$ cat src/rtl/taillight_seq_monitor_if.sv
// Lamp-bus checker port bundle: sampled lamp codes and clear in, status and diagnostics out.
// master drives the lamp bus and Clr; slave is the monitor.
interface taillight_seq_monitor_if #(
  parameter int CNT_W = 8
);
  logic [2:0]       Left;
  logic [2:0]       Right;
  logic             Clr;
  logic [1:0]       Dir;
  logic [CNT_W-1:0] Left_sweeps;
  logic [CNT_W-1:0] Right_sweeps;
  logic [1:0]       Seq_err;
  logic [1:0]       Stuck;
  logic             Both_err;

  modport master (
    output Left, Right, Clr,
    input  Dir, Left_sweeps, Right_sweeps, Seq_err, Stuck, Both_err
  );

  modport slave (
    input  Left, Right, Clr,
    output Dir, Left_sweeps, Right_sweeps, Seq_err, Stuck, Both_err
  );
endinterface

$ cat src/rtl/taillight_seq_monitor.sv
// Tail-light lamp bus checker: direction decode, sweep counts, sticky sequence/stuck/both faults.
// Outputs move one Clk after a code is sampled into the input register; no backpressure, samples every Clk.
module taillight_seq_monitor #(
  parameter int STUCK_CYC = 134217728,
  parameter int IDLE_CYC  = 134217728,
  parameter int CNT_W     = 8,
  parameter int TMR_W     = 28
) (
  input  logic                   Clk,
  input  logic                   Rst,
  taillight_seq_monitor_if.slave bus
);

  typedef enum logic [1:0] {S_OFF, S_1, S_2, S_3} state_t;

  localparam logic [TMR_W-1:0] STUCK_LAST = TMR_W'(STUCK_CYC - 1);
  localparam logic [TMR_W-1:0] IDLE_LAST  = TMR_W'(IDLE_CYC - 1);
  localparam logic [TMR_W-1:0] TMR_MAX    = '1;

  // Index 1 is the left side, index 0 the right, matching the {left, right} output packing.
  logic [2:0]       code_q      [2];
  logic [2:0]       code_prev_q [2];
  state_t           state_q     [2];
  state_t           state_d     [2];
  logic [CNT_W-1:0] sweeps_q    [2];
  logic [CNT_W-1:0] sweeps_d    [2];
  logic [TMR_W-1:0] stuck_tmr_q [2];
  logic [TMR_W-1:0] stuck_tmr_d [2];
  logic [TMR_W-1:0] idle_tmr_q  [2];
  logic [TMR_W-1:0] idle_tmr_d  [2];
  logic [1:0]       active_q, active_d;
  logic [1:0]       seq_fault, stuck_fault;
  logic [1:0]       seq_err_q, seq_err_d;
  logic [1:0]       stuck_q, stuck_d;
  logic             both_err_q, both_err_d;

  function automatic logic is_legal(input logic [2:0] c);
    return (c == 3'b000) || (c == 3'b001) || (c == 3'b011) || (c == 3'b111);
  endfunction

  function automatic state_t code_to_state(input logic [2:0] c);
    case (c)
      3'b001:  return S_1;
      3'b011:  return S_2;
      3'b111:  return S_3;
      default: return S_OFF;
    endcase
  endfunction

  function automatic state_t succ(input state_t s);
    case (s)
      S_OFF:   return S_1;
      S_1:     return S_2;
      S_2:     return S_3;
      default: return S_OFF;
    endcase
  endfunction

  always_ff @(posedge Clk) begin
    if (Rst) begin
      for (int s = 0; s < 2; s++) begin
        code_q[s]      <= '0;
        code_prev_q[s] <= '0;
        state_q[s]     <= S_OFF;
        sweeps_q[s]    <= '0;
        stuck_tmr_q[s] <= '0;
        idle_tmr_q[s]  <= '0;
      end
      active_q   <= '0;
      seq_err_q  <= '0;
      stuck_q    <= '0;
      both_err_q <= 1'b0;
    end else begin
      code_q[1] <= bus.Left;
      code_q[0] <= bus.Right;
      for (int s = 0; s < 2; s++) begin
        code_prev_q[s] <= code_q[s];
        state_q[s]     <= state_d[s];
        sweeps_q[s]    <= sweeps_d[s];
        stuck_tmr_q[s] <= stuck_tmr_d[s];
        idle_tmr_q[s]  <= idle_tmr_d[s];
      end
      active_q   <= active_d;
      seq_err_q  <= seq_err_d;
      stuck_q    <= stuck_d;
      both_err_q <= both_err_d;
    end
  end

  always_comb begin
    active_d    = active_q;
    seq_fault   = '0;
    stuck_fault = '0;
    for (int s = 0; s < 2; s++) begin
      state_d[s]     = state_q[s];
      sweeps_d[s]    = sweeps_q[s];
      stuck_tmr_d[s] = stuck_tmr_q[s];
      idle_tmr_d[s]  = idle_tmr_q[s];

      // A return to 000 is always allowed; only S_3 -> S_OFF counts as a finished sweep.
      if (!is_legal(code_q[s])) begin
        seq_fault[s] = 1'b1;
        state_d[s]   = S_OFF;
      end else begin
        state_d[s] = code_to_state(code_q[s]);
        if (code_to_state(code_q[s]) == S_OFF) begin
          if (state_q[s] == S_3)
            sweeps_d[s] = sweeps_q[s] + 1'b1;
        end else if ((code_to_state(code_q[s]) != state_q[s]) &&
                     (code_to_state(code_q[s]) != succ(state_q[s]))) begin
          seq_fault[s] = 1'b1;
        end
      end

      if ((code_q[s] != code_prev_q[s]) || (code_q[s] == 3'b000)) begin
        stuck_tmr_d[s] = '0;
      end else begin
        if (stuck_tmr_q[s] == STUCK_LAST)
          stuck_fault[s] = 1'b1;
        if (stuck_tmr_q[s] != TMR_MAX)
          stuck_tmr_d[s] = stuck_tmr_q[s] + 1'b1;
      end

      // The idle delay keeps Dir steady through the 000 phase of a running sweep.
      if (code_q[s] != 3'b000) begin
        idle_tmr_d[s] = '0;
        active_d[s]   = 1'b1;
      end else begin
        if (idle_tmr_q[s] == IDLE_LAST)
          active_d[s] = 1'b0;
        if (idle_tmr_q[s] != TMR_MAX)
          idle_tmr_d[s] = idle_tmr_q[s] + 1'b1;
      end
    end

    seq_err_d  = (seq_err_q & ~{2{bus.Clr}}) | seq_fault;
    stuck_d    = (stuck_q & ~{2{bus.Clr}}) | stuck_fault;
    both_err_d = (both_err_q & ~bus.Clr) | (&active_d);
  end

  assign bus.Dir          = active_q;
  assign bus.Left_sweeps  = sweeps_q[1];
  assign bus.Right_sweeps = sweeps_q[0];
  assign bus.Seq_err      = seq_err_q;
  assign bus.Stuck        = stuck_q;
  assign bus.Both_err     = both_err_q;

endmodule

$ cat src/flat_wrapper.sv
// flat-port wrapper written by rule: the top's interface ports become plain ports
module taillight_seq_monitor_flat 
#(
  parameter int STUCK_CYC = 134217728,
  parameter int IDLE_CYC  = 134217728,
  parameter int CNT_W     = 8,
  parameter int TMR_W     = 28
)
  (Clk, Rst, bus_Left, bus_Right, bus_Clr, bus_Dir, bus_Left_sweeps, bus_Right_sweeps, bus_Seq_err, bus_Stuck, bus_Both_err);
  taillight_seq_monitor_if #(.CNT_W(CNT_W)) bus_i ();
  input  logic Clk;
  input  logic Rst;
  input wire logic [$bits(bus_i.Left)-1:0] bus_Left;
  input wire logic [$bits(bus_i.Right)-1:0] bus_Right;
  input wire logic [$bits(bus_i.Clr)-1:0] bus_Clr;
  output wire logic [$bits(bus_i.Dir)-1:0] bus_Dir;
  output wire logic [$bits(bus_i.Left_sweeps)-1:0] bus_Left_sweeps;
  output wire logic [$bits(bus_i.Right_sweeps)-1:0] bus_Right_sweeps;
  output wire logic [$bits(bus_i.Seq_err)-1:0] bus_Seq_err;
  output wire logic [$bits(bus_i.Stuck)-1:0] bus_Stuck;
  output wire logic [$bits(bus_i.Both_err)-1:0] bus_Both_err;
  assign bus_i.Left = bus_Left;
  assign bus_i.Right = bus_Right;
  assign bus_i.Clr = bus_Clr;
  assign bus_Dir = bus_i.Dir;
  assign bus_Left_sweeps = bus_i.Left_sweeps;
  assign bus_Right_sweeps = bus_i.Right_sweeps;
  assign bus_Seq_err = bus_i.Seq_err;
  assign bus_Stuck = bus_i.Stuck;
  assign bus_Both_err = bus_i.Both_err;
  taillight_seq_monitor #(.STUCK_CYC(STUCK_CYC), .IDLE_CYC(IDLE_CYC), .CNT_W(CNT_W), .TMR_W(TMR_W)) u_core (.Clk(Clk), .Rst(Rst), .bus(bus_i));
endmodule
$ cat config.mk
export PLATFORM = sky130hd
export DESIGN_NAME = taillight_seq_monitor_flat
export DESIGN_NICKNAME = d
export VERILOG_FILES = /design/src/rtl/taillight_seq_monitor_if.sv /design/src/rtl/taillight_seq_monitor.sv /design/src/flat_wrapper.sv
export SDC_FILE = /design/constraint.sdc
export NUM_CORES = 1
export LEC_CHECK = 0
export ABC_AREA = 1
export CAP_MARGIN = 40
export CELL_PAD_IN_SITES_DETAIL_PLACEMENT = 1
export CELL_PAD_IN_SITES_GLOBAL_PLACEMENT = 2
export CORE_MARGIN = 3
export CORE_UTILIZATION = 37
export CTS_CLUSTER_SIZE = 24
export DETAILED_ROUTE_END_ITERATION = 10
export HOLD_SLACK_MARGIN = 0.08
export PLACE_DENSITY_LB_ADDON = 0.1
export SYNTH_ARGS = -nofsm -noshare
export SYNTH_HDL_FRONTEND = slang
export SYNTH_SLANG_ARGS = --single-unit
$ cat constraint.sdc
create_clock -name Clk -period 5 [get_ports Clk]
set_input_delay 0.5 -clock Clk [delete_from_list [all_inputs] [get_ports Clk]]
set_output_delay 0.5 -clock Clk [all_outputs]
set_load 0.02 [all_outputs]
### Word level (Yosys, flattened, before mapping)

Memories as Yosys holds them, arrays and structs flattened.
Cells that the tools add are included.

| storage, ports and cells | value |
|---|---|
| logic and storage cells | 140 |
| bits of input ports | 9 |
| memories kept | 6 |
| memory bits (writable) | 144 |
| flip-flop bits (word level) | 7 |
| output and inout port bits | 23 |

Memory list:

| name | depth | bits a word | rd ports | clocked after memory_dff | write ports | line | text |
|---|---|---|---|---|---|---|---|
| u_core.idle_tmr_q | 2 | 28 | 2 | 0 | 2 | taillight_seq_monitor.sv:29 | `logic [TMR_W-1:0] idle_tmr_q [2];` |
| u_core.stuck_tmr_q | 2 | 28 | 2 | 0 | 2 | taillight_seq_monitor.sv:27 | `logic [TMR_W-1:0] stuck_tmr_q [2];` |
| u_core.sweeps_q | 2 | 8 | 2 | 0 | 2 | taillight_seq_monitor.sv:25 | `logic [CNT_W-1:0] sweeps_q [2];` |
| u_core.code_prev_q | 2 | 3 | 2 | 0 | 2 | taillight_seq_monitor.sv:22 | `logic [2:0] code_prev_q [2];` |
| u_core.code_q | 2 | 3 | 2 | 0 | 2 | taillight_seq_monitor.sv:21 | `logic [2:0] code_q [2];` |
| u_core.state_q | 2 | 2 | 2 | 0 | 2 | taillight_seq_monitor.sv:23 | `state_t state_q [2];` |

| operators by class | value |
|---|---|
| equal/unequal tests | 26 |
| add/subtract/negate cells | 6 |
| reductions and logical operators | 19 |
| bitwise logic cells | 20 |
| multiplexer cells | 59 |

Operators by type and width:

| kind | count |
|---|---|
| 28-bit 2-to-1 mux | 12 |
| 28-bit by 1-bit adder with 28-bit output, second input constant | 4 |
| 28-bit by 27-bit == test with 1-bit output, second input constant | 4 |
| 28-bit != test, second input constant | 4 |
| 8-bit 2-to-1 mux | 8 |
| 2-bit 2-to-1 mux | 14 |
| 2-bit one-hot mux with 3 select lines | 4 |
| 1-bit 2-to-1 mux | 17 |
| 8-bit by 1-bit adder with 8-bit output, second input constant | 2 |
| 1-bit OR | 13 |
| 3-bit 2-to-1 mux | 4 |
| 2-bit == test, second input constant | 4 |
| 2-bit logical NOT | 4 |
| 1-bit logical OR | 8 |
| 2-bit != test | 4 |
| 3-bit by 1-bit == test with 1-bit output, second input constant | 2 |
| 3-bit by 2-bit == test with 1-bit output, second input constant | 2 |
| 3-bit == test, second input constant | 2 |
| 3-bit logical NOT | 2 |
| 3-bit != test | 2 |
| 3-bit nonzero test | 2 |
| 2-bit bitwise AND | 2 |
| 2-bit by 1-bit == test with 1-bit output, second input constant | 2 |
| 2-bit OR | 2 |
| other kinds (5) | 6 |

### Logic depth before layout (Yosys ltp)

| logic depth | value |
|---|---|
| word-level depth | 14 |
| mapped depth | 10 |
| gate-level depth less buffers | 10 |

### Worst setup path before layout

OpenSTA, ideal clock, no wires.

| path | value |
|---|---|
| path kind | register -> register |
| start | mem u_core.idle_tmr_q[0][0] |
| end | mem u_core.idle_tmr_q[0][1] |
| setup slack | 3389 ps |
| clock period less this slack | 1611 ps |
| arrival | 1497 ps |
| stages on the path, launching flop included | 10 |
| required time | 4887 ps |
| library setup time | 113 ps |
| path buffers | 1 |
| path through | dfxtp_1 ha_1 inv_2 nor2_4 nand2_4 nor2_8 nand2_4 buf_6 o21ai_1 nor2_1 |

RTL lines:

| item | line |
|---|---|
| start, declared | taillight_seq_monitor.sv:29 |

==> qor.yml <==
globalRouteOverflowTotal: 0
cts-root-buf: "clkbuf_16"
finish.utilization_pct: 43.2
synth_common_cells: "418 x nand2_1, 238 x nor2_1, 151 x dfxtp_1"
synthTopCellsByArea: "dfxtp_1 36%, nand2_1 19%, nor2_1 11%"
pwr-share-seq_pct: 44.5
grt_pass1_wl_um: 39000
reg2reg_to: "u_core.stuck_tmr_q[0][1]"
synth_cell_types: 34
multi_input_area_um2: 4650
fp.dieH_um: 156
antenna_found_initial: 0
syn_nets: 1303
combPwrFrac_pct: 3.6
area.sequential_um2: 3020
hold_violations: 0
p_sw_share_pct: 22.4
synth_area_leader_cell: "dfxtp_1"
synthXorXnorAreaFrac_pct: 4.84
crit_path_top_delay_cell: "nand4_2"
synth.cell_area_um2: 8330
layout.nets: 1332
cpPeakStageDelay_ns: 0.45
clk_latency_ns: 0.43
drt_iter0_markers: 302
setup_viol: 0
grt_pass1_vias: 7933
fmaxAchievable_ghz: 0.438
drive_gt1_share_pct: 7.64
end_kind: "register"
critical_path_required_ns: 5.37
numCtsBuffers: 17
first_pass_iters: 5
clockBufferDepth: 2
ir_drop_mv: 0.223
r2r_cells: 9
cts.htree.levels: 4
skew_ns: 0.0113
nFillCells: 2886
power_leakage_nw: 3.87
intPower_mw: 2.14
synth_top_area_share_pct: 36.3
cap_violations: 0
crit_fanout: 34
cts.sinks: 151
post_cts_resized: 0
vias: 7718
crit_chain: "clkdlybuf4s50_1, buf_4, inv_1, nand4_2, inv_2, o21ai_0, nor2_1"
cts_setup_buffers: 0
yosys.area_share.simple_pct: 44.6
cts_tree: "done"
pin_count: 32
ff2ff_setup_slack_ns: 2.76
synthMuxAreaShare_pct: 0
route.detailed.wl_per_inst_um: 14.1
drc: 0
ys_seq_elements: 151
grtUsageTotal_pct: 19.4
hold_class: "register to register"
min_period_ns: 2.28
tightest_slew_ns: 0.696
rows: 54
die_w_um: 156
synth.avg_cell_area_um2: 6.50
synth_edf_count: 0
yosysWarnings: 0
stdcell_area_um2: 9490
slew-limit-headroom_pct: 53.4
core_um2: 22000
cts.clk_slew.worst_paths_ns: 0.07
place.gp.congestion: 0.781
synthCells: 1282
ctsHoldBuffers: 0
die-area_um2: 24400
crit_buf_inv: 4
p_clk_share_pct: 51.9
grt_max_degree: 35
power.switching_uw: 619
powerDensity_nw_per_um2: 291
fin_crit_sh_pct: 45.7
r2r-start: "u_core.stuck_tmr_q[0][0]"
synth_compound_area_share_pct: 4.58
slew_violations: 0
setup_tns_ns: 0
synthAdderAreaFrac_pct: 1.80
seq_area_frac_synth_pct: 36.3
worstPathArrival_ns: 2.65
dp_hpwl_um: 17000
ant_nets: 0
synth_top_family_by_area: "simple AND/OR/NAND/NOR gates"
port-buffer-count: 31
whs_path_depth: 2
wirelength_um: 22600
viasPerCell: 4.82
antenna_cells: 0
post-synth-top-count-cell: "nand2_1"
whs_ns: 0.464
cp_top_family: "buffers and inverters"
path_class: "input port to register"
whs_endpoint: "u_core.bus.Stuck[1]"
synthFlopType: "dfxtp_1"
cp-start-kind: "input port"
hp-start: "u_core.bus.Stuck[1]"
start_util_pct: 37.9
outcome: "finished, final reports clean"
synthArstFlopShare_pct: 0
postPlaceCellArea_um2: 8850
syn2layout_area_growth_pct: 14.0
rsz0062_at_grt: "false"
==> layer usage <==
| layer | part of all wire, % | global-route usage (%) | vias to the layer above |
|---|---|---|---|
| li1 | - | - | 4050 |
| met1 | 52 | 27.3 | 3590 |
| met2 | 44 | 31.4 | 69 |
| met3 | 2.7 | 3.74 | 9 |
| met4 | 0.65 | 3.45 | 0 |
| met5 | 0 | 0 | - |
==> final cells by class <==
| class | count | share of cell area, % |
|---|---|---|
| clock buffer | 18 | 4.63 |
| clock inverter | 12 | 2.13 |
| inverter | 137 | 5.42 |
| multi-input combinational | 972 | 48.9 |
| sequential | 151 | 31.8 |
| tap | 280 | 3.69 |
| timing repair buffer | 32 | 3.35 |
==> power by group through the flow <==
stage	clock network (mW)	logic [mW]	registers (mW)
after floorplan	0	0.0632	1.26
after global placement	0	0.0986	1.26
after detailed placement	0	0.101	1.26
after CTS	1.47	0.101	1.23
after global routing	1.53	0.112	1.23
final	1.43	0.0986	1.23
==> placed cells by master (no fill, tap or decap), types with 3 or more instances in the layout <==
cell type	count
nand2_1	418
nor2_1	238
dfxtp_1	151
inv_1	125
nand3_1	73
nand3b_1	36
clkdlybuf4s50_1	31
a21oi_1	30
xnor2_1	25
xor2_1	21
a31oi_1	19
or2_2	17
clkbuf_16	17
o21ai_0	14
nand3_2	13
inv_2	12
nor3_1	12
ha_1	12
nor2_2	8
nor2_4	7
nand2_2	7
nand4_1	6
bufinv_16	5
clkinvlp_4	4
nand2_4	3
o21a_1	3
==> tightest hold or removal path: cells and delay by family, from the launching register on <==
kind	cells	cell delay, ns
simple gates	2	0.10
flops	1	0.32
==> through the flow <==
step                total power [mW]  instances  setup WS, ns
floorplan                       1.32       1282          3.39
global placement                1.35       1572          2.34
detailed placement              1.36       1572          2.27
CTS                             2.80       1602          2.73
global route                    2.87       1602          2.53
finish                          2.76       1602          2.72
==> how the worst max path moves through the flow <==
| stage | cells past startpoint | end | from |
|---|---|---|---|
| 3_5_place_dp | 7 | u_core.stuck_tmr_q[0][24] | Rst |
| 6_report | 7 | u_core.stuck_tmr_q[0][24] | Rst |
| 5_1_grt | 7 | u_core.stuck_tmr_q[0][24] | Rst |
| 2_1_floorplan | 9 | u_core.idle_tmr_q[0][1] | u_core.idle_tmr_q[0][0] |
| 4_1_cts | 7 | u_core.stuck_tmr_q[0][24] | Rst |
| 3_3_place_gp | 7 | u_core.stuck_tmr_q[0][24] | Rst |
==> cells by family (layout without fill, tap and decap cells) <==
logic type / Yosys count / in the layout
AND/OR/NAND/NOR: 845 / 845
buffers and inverters: 159 / 199
flip-flops: 151 / 151
AO/OA/AOI/OAI: 69 / 69
XOR/XNOR: 46 / 46
adder cells (fa/ha/maj): 12 / 12
==> state kept, by name, summed over array words and instances, names as in the netlist <==
name / count
u_core.bus.Stuck: 2
u_core.code_prev_q: 6
u_core.stuck_tmr_q: 56
u_core.bus.Dir: 2
u_core.bus.Both_err: 1
u_core.code_q: 6
u_core.idle_tmr_q: 56
u_core.state_q: 4
u_core.sweeps_q: 16
u_core.bus.Seq_err: 2
No activity file was read; power rests on OpenSTA's default activity.
==> edit 1 (config.mk and constraints unchanged) <==
`TMR_W` is set to 28 in 2 places; all go to 14.
--- a/src/rtl/taillight_seq_monitor.sv
+++ b/src/rtl/taillight_seq_monitor.sv
@@ -5,5 +5,5 @@
   parameter int IDLE_CYC  = 134217728,
   parameter int CNT_W     = 8,
-  parameter int TMR_W     = 28
+  parameter int TMR_W     = 14
 ) (
   input  logic                   Clk,
--- a/src/flat_wrapper.sv
+++ b/src/flat_wrapper.sv
@@ -5,5 +5,5 @@
   parameter int IDLE_CYC  = 134217728,
   parameter int CNT_W     = 8,
-  parameter int TMR_W     = 28
+  parameter int TMR_W     = 14
 )
   (Clk, Rst, bus_Left, bus_Right, bus_Clr, bus_Dir, bus_Left_sweeps, bus_Right_sweeps, bus_Seq_err, bus_Stuck, bus_Both_err);
Formal check against the unedited RTL: same outputs for any inputs over 10 cycles, from zero or initial values and one cycle with Rst high; that may be too few to reach the edited logic, so the function may still have changed.
==> edit 1 against the unedited design <==
- cell area shrank 40%
- worst hold slack improved by 23 ps
- routed wire length down 48%
- sequential cell count is 56 lower
- sequential power fell by 36%
- power fell by 43%
- setup slack improved by 340 ps
- synthesized area is 41% lower
- utilization rose by 1.1 points
==> edit 1: results <==
group,metric,value,unit
status,status,"complete, no violations",
synthesis,synth.top_cells.by_area,"sky130_fd_sc_hd__dfxtp_1 (39%), sky130_fd_sc_hd__nand2_1 (12%), sky130_fd_sc_hd__inv_1 (6.9%)",
synthesis,synth_compound_gate_area_share,0.0616,
pwr,p_leak,2.32,nW
placed_design,numPlacedInstances,881,
critical_path,critical_path.max_fanout,6,
global_routing,wire_length_of_the_first_global_routing_pass,20600,um
global_routing,grt_use_total,0.172,
routing,routedWlPerCell,13.1,um
hold_path,min_from,"u_core.idle_tmr_q[0][26]$_SDFFE_PP0N_",
routing,detailroute.wirelength.met3,264,um
placed_design,placedInstanceArea,0.00539,mm2
synthesis,synth_fp_nets,706,
synthesis,post_synth_xor_area_fraction,0.0552,
synthesis,post_synth.cell_area_avg,7.18,um2
routing,vias_per_cell,4.85,
cts,worstSkewPairLatency,340,ps
routing,drtPass1Iterations,4,
sta,max_slew.worst_pin.slew,502,ps
placed_design,dp_worst_setup_slack,2890,ps
routing,dr.first_iter.drc_count,240,
routing,detailroute.wirelength.met2,5420,um
global_routing,grt_pass1_vias,4376,
cts,cts-htree-levels,3,
synthesis,seq_area_frac_synth,0.387,
sta,clock_skew,7.27,ps
critical_path,timing.critical_path.from,"u_core.sweeps_q[0][2]$_SDFFE_PP0P_",
pwr,switching_power,366,uW
placed_design,dpl.hpwl,8830,um
pwr,peakVddDrop,0.170,mV
critical_path,arrival,1450,ps
finish,finish.net_count,741,
global_routing,grt_start_max_net_pins,34,
synthesis,yosys.cell_types.count,37,
cts,tritoncts_buffer_count,9,
global_routing,grt_use_met3,0.0308,
synthesis,netlist_top_cells_count,"sky130_fd_sc_hd__nand2_1 (158), sky130_fd_sc_hd__dfxtp_1 (95), sky130_fd_sc_hd__inv_1 (91), sky130_fd_sc_hd__nor2_1 (91), sky130_fd_sc_hd__nand3_1 (59)",
critical_path,r2r-start,"u_core.stuck_tmr_q[0][0]$_SDFFE_PP0N_",
finish,layout-drive-gt1-share,0.0979,
critical_path,cp_slowest_cell,"sky130_fd_sc_hd__clkdlybuf4s50_1",
critical_path,critical-path-max-stage-delay,650,ps
## edit 1: changes by cell type in the layout (fill, tap and decap cells not counted), sizes merged, moves of 5 or more
cell    unedited run  this run
a31oi             19        12
bufinv             5         0
clkbuf            18        13
dfxtp            151        95
inv              137       101
nand2            428       167
nand3             86        66
nand3b            36         4
nand4              7        18
nor2             254       101
o21ai             15         9
or2               19         7
xor2              21         8
## edit 1: layout make-up
cell class	instances	area (um2)
repair buffers	32	318
flip-flops and latches	95	1900
well taps	172	215
multi-input cells	478	2540
inverters	104	408
clock buffers	13	280
clock inverters	3	15.0
fillers	1668	7140
## edit 1: cells by family after synthesis
logic type / after synthesis
buf+inv: 112
compound gates: 54
flops: 95
fa+ha+maj: 12
simple gates: 381
xor+xnor: 31
## edit 1: worst min-delay path, stage by stage, from the launching register on
cell	delay, ps
sky130_fd_sc_hd__dfxtp_1	340
sky130_fd_sc_hd__inv_1	60
sky130_fd_sc_hd__a21oi_1	50
## edit 1: power by group through the flow
stage,clock network [mW],logic [mW],registers (mW)
4_1_cts,0.708,0.0932,0.785
2_1_floorplan,0,0.0625,0.799
3_5_place_dp,0,0.0925,0.803
5_1_grt,0.739,0.104,0.787
6_report,0.685,0.0915,0.785
3_3_place_gp,0,0.0896,0.802
## edit 1: final timing paths
path / end / slack, ps / cells after the start
min reg2reg: u_core.idle_tmr_q[0][26]$_SDFFE_PP0N_ / 490 / 2
min: u_core.idle_tmr_q[0][26]$_SDFFE_PP0N_ / 490 / 2
max reg2reg: u_core.stuck_tmr_q[0][1]$_SDFFE_PP0N_ / 3290 / 7
max: bus_Right_sweeps[2] / 3050 / 1
==> edit 2 (config.mk and constraints unchanged) <==
Without the edit above. `IDLE_CYC` is set to 134217728 in 2 places; all go to 100663296.
--- a/src/rtl/taillight_seq_monitor.sv
+++ b/src/rtl/taillight_seq_monitor.sv
@@ -3,5 +3,5 @@
 module taillight_seq_monitor #(
   parameter int STUCK_CYC = 134217728,
-  parameter int IDLE_CYC  = 134217728,
+  parameter int IDLE_CYC  = 100663296,
   parameter int CNT_W     = 8,
   parameter int TMR_W     = 28
--- a/src/flat_wrapper.sv
+++ b/src/flat_wrapper.sv
@@ -3,5 +3,5 @@
 #(
   parameter int STUCK_CYC = 134217728,
-  parameter int IDLE_CYC  = 134217728,
+  parameter int IDLE_CYC  = 100663296,
   parameter int CNT_W     = 8,
   parameter int TMR_W     = 28
Function: no difference found for any inputs over 10 cycles, from zero or initial values and one cycle with Rst high; that may be too few to reach the edited logic, so the function may still have changed.
==> edit 2 against the unedited design <==
- sequential cell count stayed put
- cell area is 0.43% lower
- final cell count is 0.87% higher
- setup slack better by 44 ps
- routed wire length is 0.79% higher
- clock power is 4% lower
- synthesized area is 0.26% lower
- clock skew is 1.3 ps higher
- power is 2.2% lower
- die area is 0.25% lower
- largest cell class unchanged
- highest routed layer unchanged
==> edit 2: results <==
group,metric,value,unit
status,status,"complete, no violations",
routing,top_layer,"met4",
placed_design,dp_worst_setup_slack,2290,ps
synthesis,synth.cell_area,0.00831,mm2
finish,signal_buffers,33,
global_routing,grt_start_max_net_pins,31,
placed_design,placedInstanceArea,0.00884,mm2
finish,inverters,140,
sta,max_slew.worst_pin.slew,683,ps
pwr,p_leak,3.79,nW
synthesis,netlist_top_cells_count,"sky130_fd_sc_hd__nand2_1 (422), sky130_fd_sc_hd__nor2_1 (247), sky130_fd_sc_hd__dfxtp_1 (151), sky130_fd_sc_hd__inv_1 (126), sky130_fd_sc_hd__nand3_1 (79)",
finish,clockNetworkAreaShare,0.0650,
routing,dr.first_iter.drc_count,311,
global_routing,grt_pass1_vias,7881,
synthesis,synth_fp_nets,1312,
finish,final-nonclk-buf-share,0.0344,
finish,layout.comb_gates.multi_input,980,
synthesis,seq_area_frac_synth,0.364,
pwr,peakVddDrop,0.183,mV
critical_path,arrival,2610,ps
placed_design,numPlacedInstances,1584,
routing,routedWlPerCell,14.1,um
critical_path,r2r-start,"u_core.idle_tmr_q[0][28]$_SDFFE_PP0P_",
routing,drt-met1-wl,12200,um
global_routing,grt_use_met3,0.0316,
floorplan,start_util,0.378,
critical_path,critical_path.max_fanout,30,
placed_design,routabilityCongestion,0.787,
sta,clock_skew,12.6,ps
finish,layout-drive-gt1-share,0.0681,
routing,detailroute.wirelength.met3,443,um
finish,sh_seq_area,0.320,
global_routing,gr-usage-met2,0.313,
global_routing,grt_use_total,0.196,
finish,layoutNonFillerInstCount,1616,
synthesis,yosys.cell_types.count,35,
finish,multi_input_area_share,0.488,
routing,drtPass1Iterations,4,
routing,detailroute.wirelength.met2,9940,um
global_routing,wire_length_of_the_first_global_routing_pass,38900,um
placed_design,dpl.hpwl,17100,um
## edit 2: changes by cell type after synthesis, moves of 2 or more
cell                       change
sky130_fd_sc_hd__nand4_1       +2
sky130_fd_sc_hd__nor2_4        -2
sky130_fd_sc_hd__nand3_1       +6
sky130_fd_sc_hd__xor2_1        -3
sky130_fd_sc_hd__nor3_1        -2
sky130_fd_sc_hd__o21ai_0       +3
sky130_fd_sc_hd__inv_2         +2
sky130_fd_sc_hd__nand2_1       +4
sky130_fd_sc_hd__xnor2_1       +2
sky130_fd_sc_hd__clkbuf_1      -3
sky130_fd_sc_hd__nor4_1        -2
sky130_fd_sc_hd__nand3_2       -9
sky130_fd_sc_hd__nor2_1        +9
## edit 2: worst paths after layout
path                                             to  slack (ps)  cells after the start
max          u_core.stuck_tmr_q[0][24]$_SDFFE_PP0P_        2760                      7
min reg2reg          u_core.bus.Stuck[1]$_SDFF_PP0_         460                      2
min                  u_core.bus.Stuck[1]$_SDFF_PP0_         460                      2
max reg2reg   u_core.idle_tmr_q[0][29]$_SDFFE_PP0P_        2840                      9
## edit 2: power breakdown
group / internal (mW) / total (mW) / switching (mW)
Clock: 0.835 / 1.37 / 0.538
Sequential: 1.22 / 1.23 / 0.0144
Combinational: 0.0334 / 0.0987 / 0.0653
Total: 2.08 / 2.70 / 0.618
## edit 2: cells by family (layout without fill, tap and decap cells)
logic type,count (synthesis),count (layout),share of synthesized area
and+or+nand+nor,851,851,0.442
buffers and inverters,160,205,0.0809
DFF,151,151,0.364
AOI/OAI and AO/OA,72,72,0.0482
xor gates and xnor gates,45,45,0.0474
adders and majority gates,12,12,0.0181
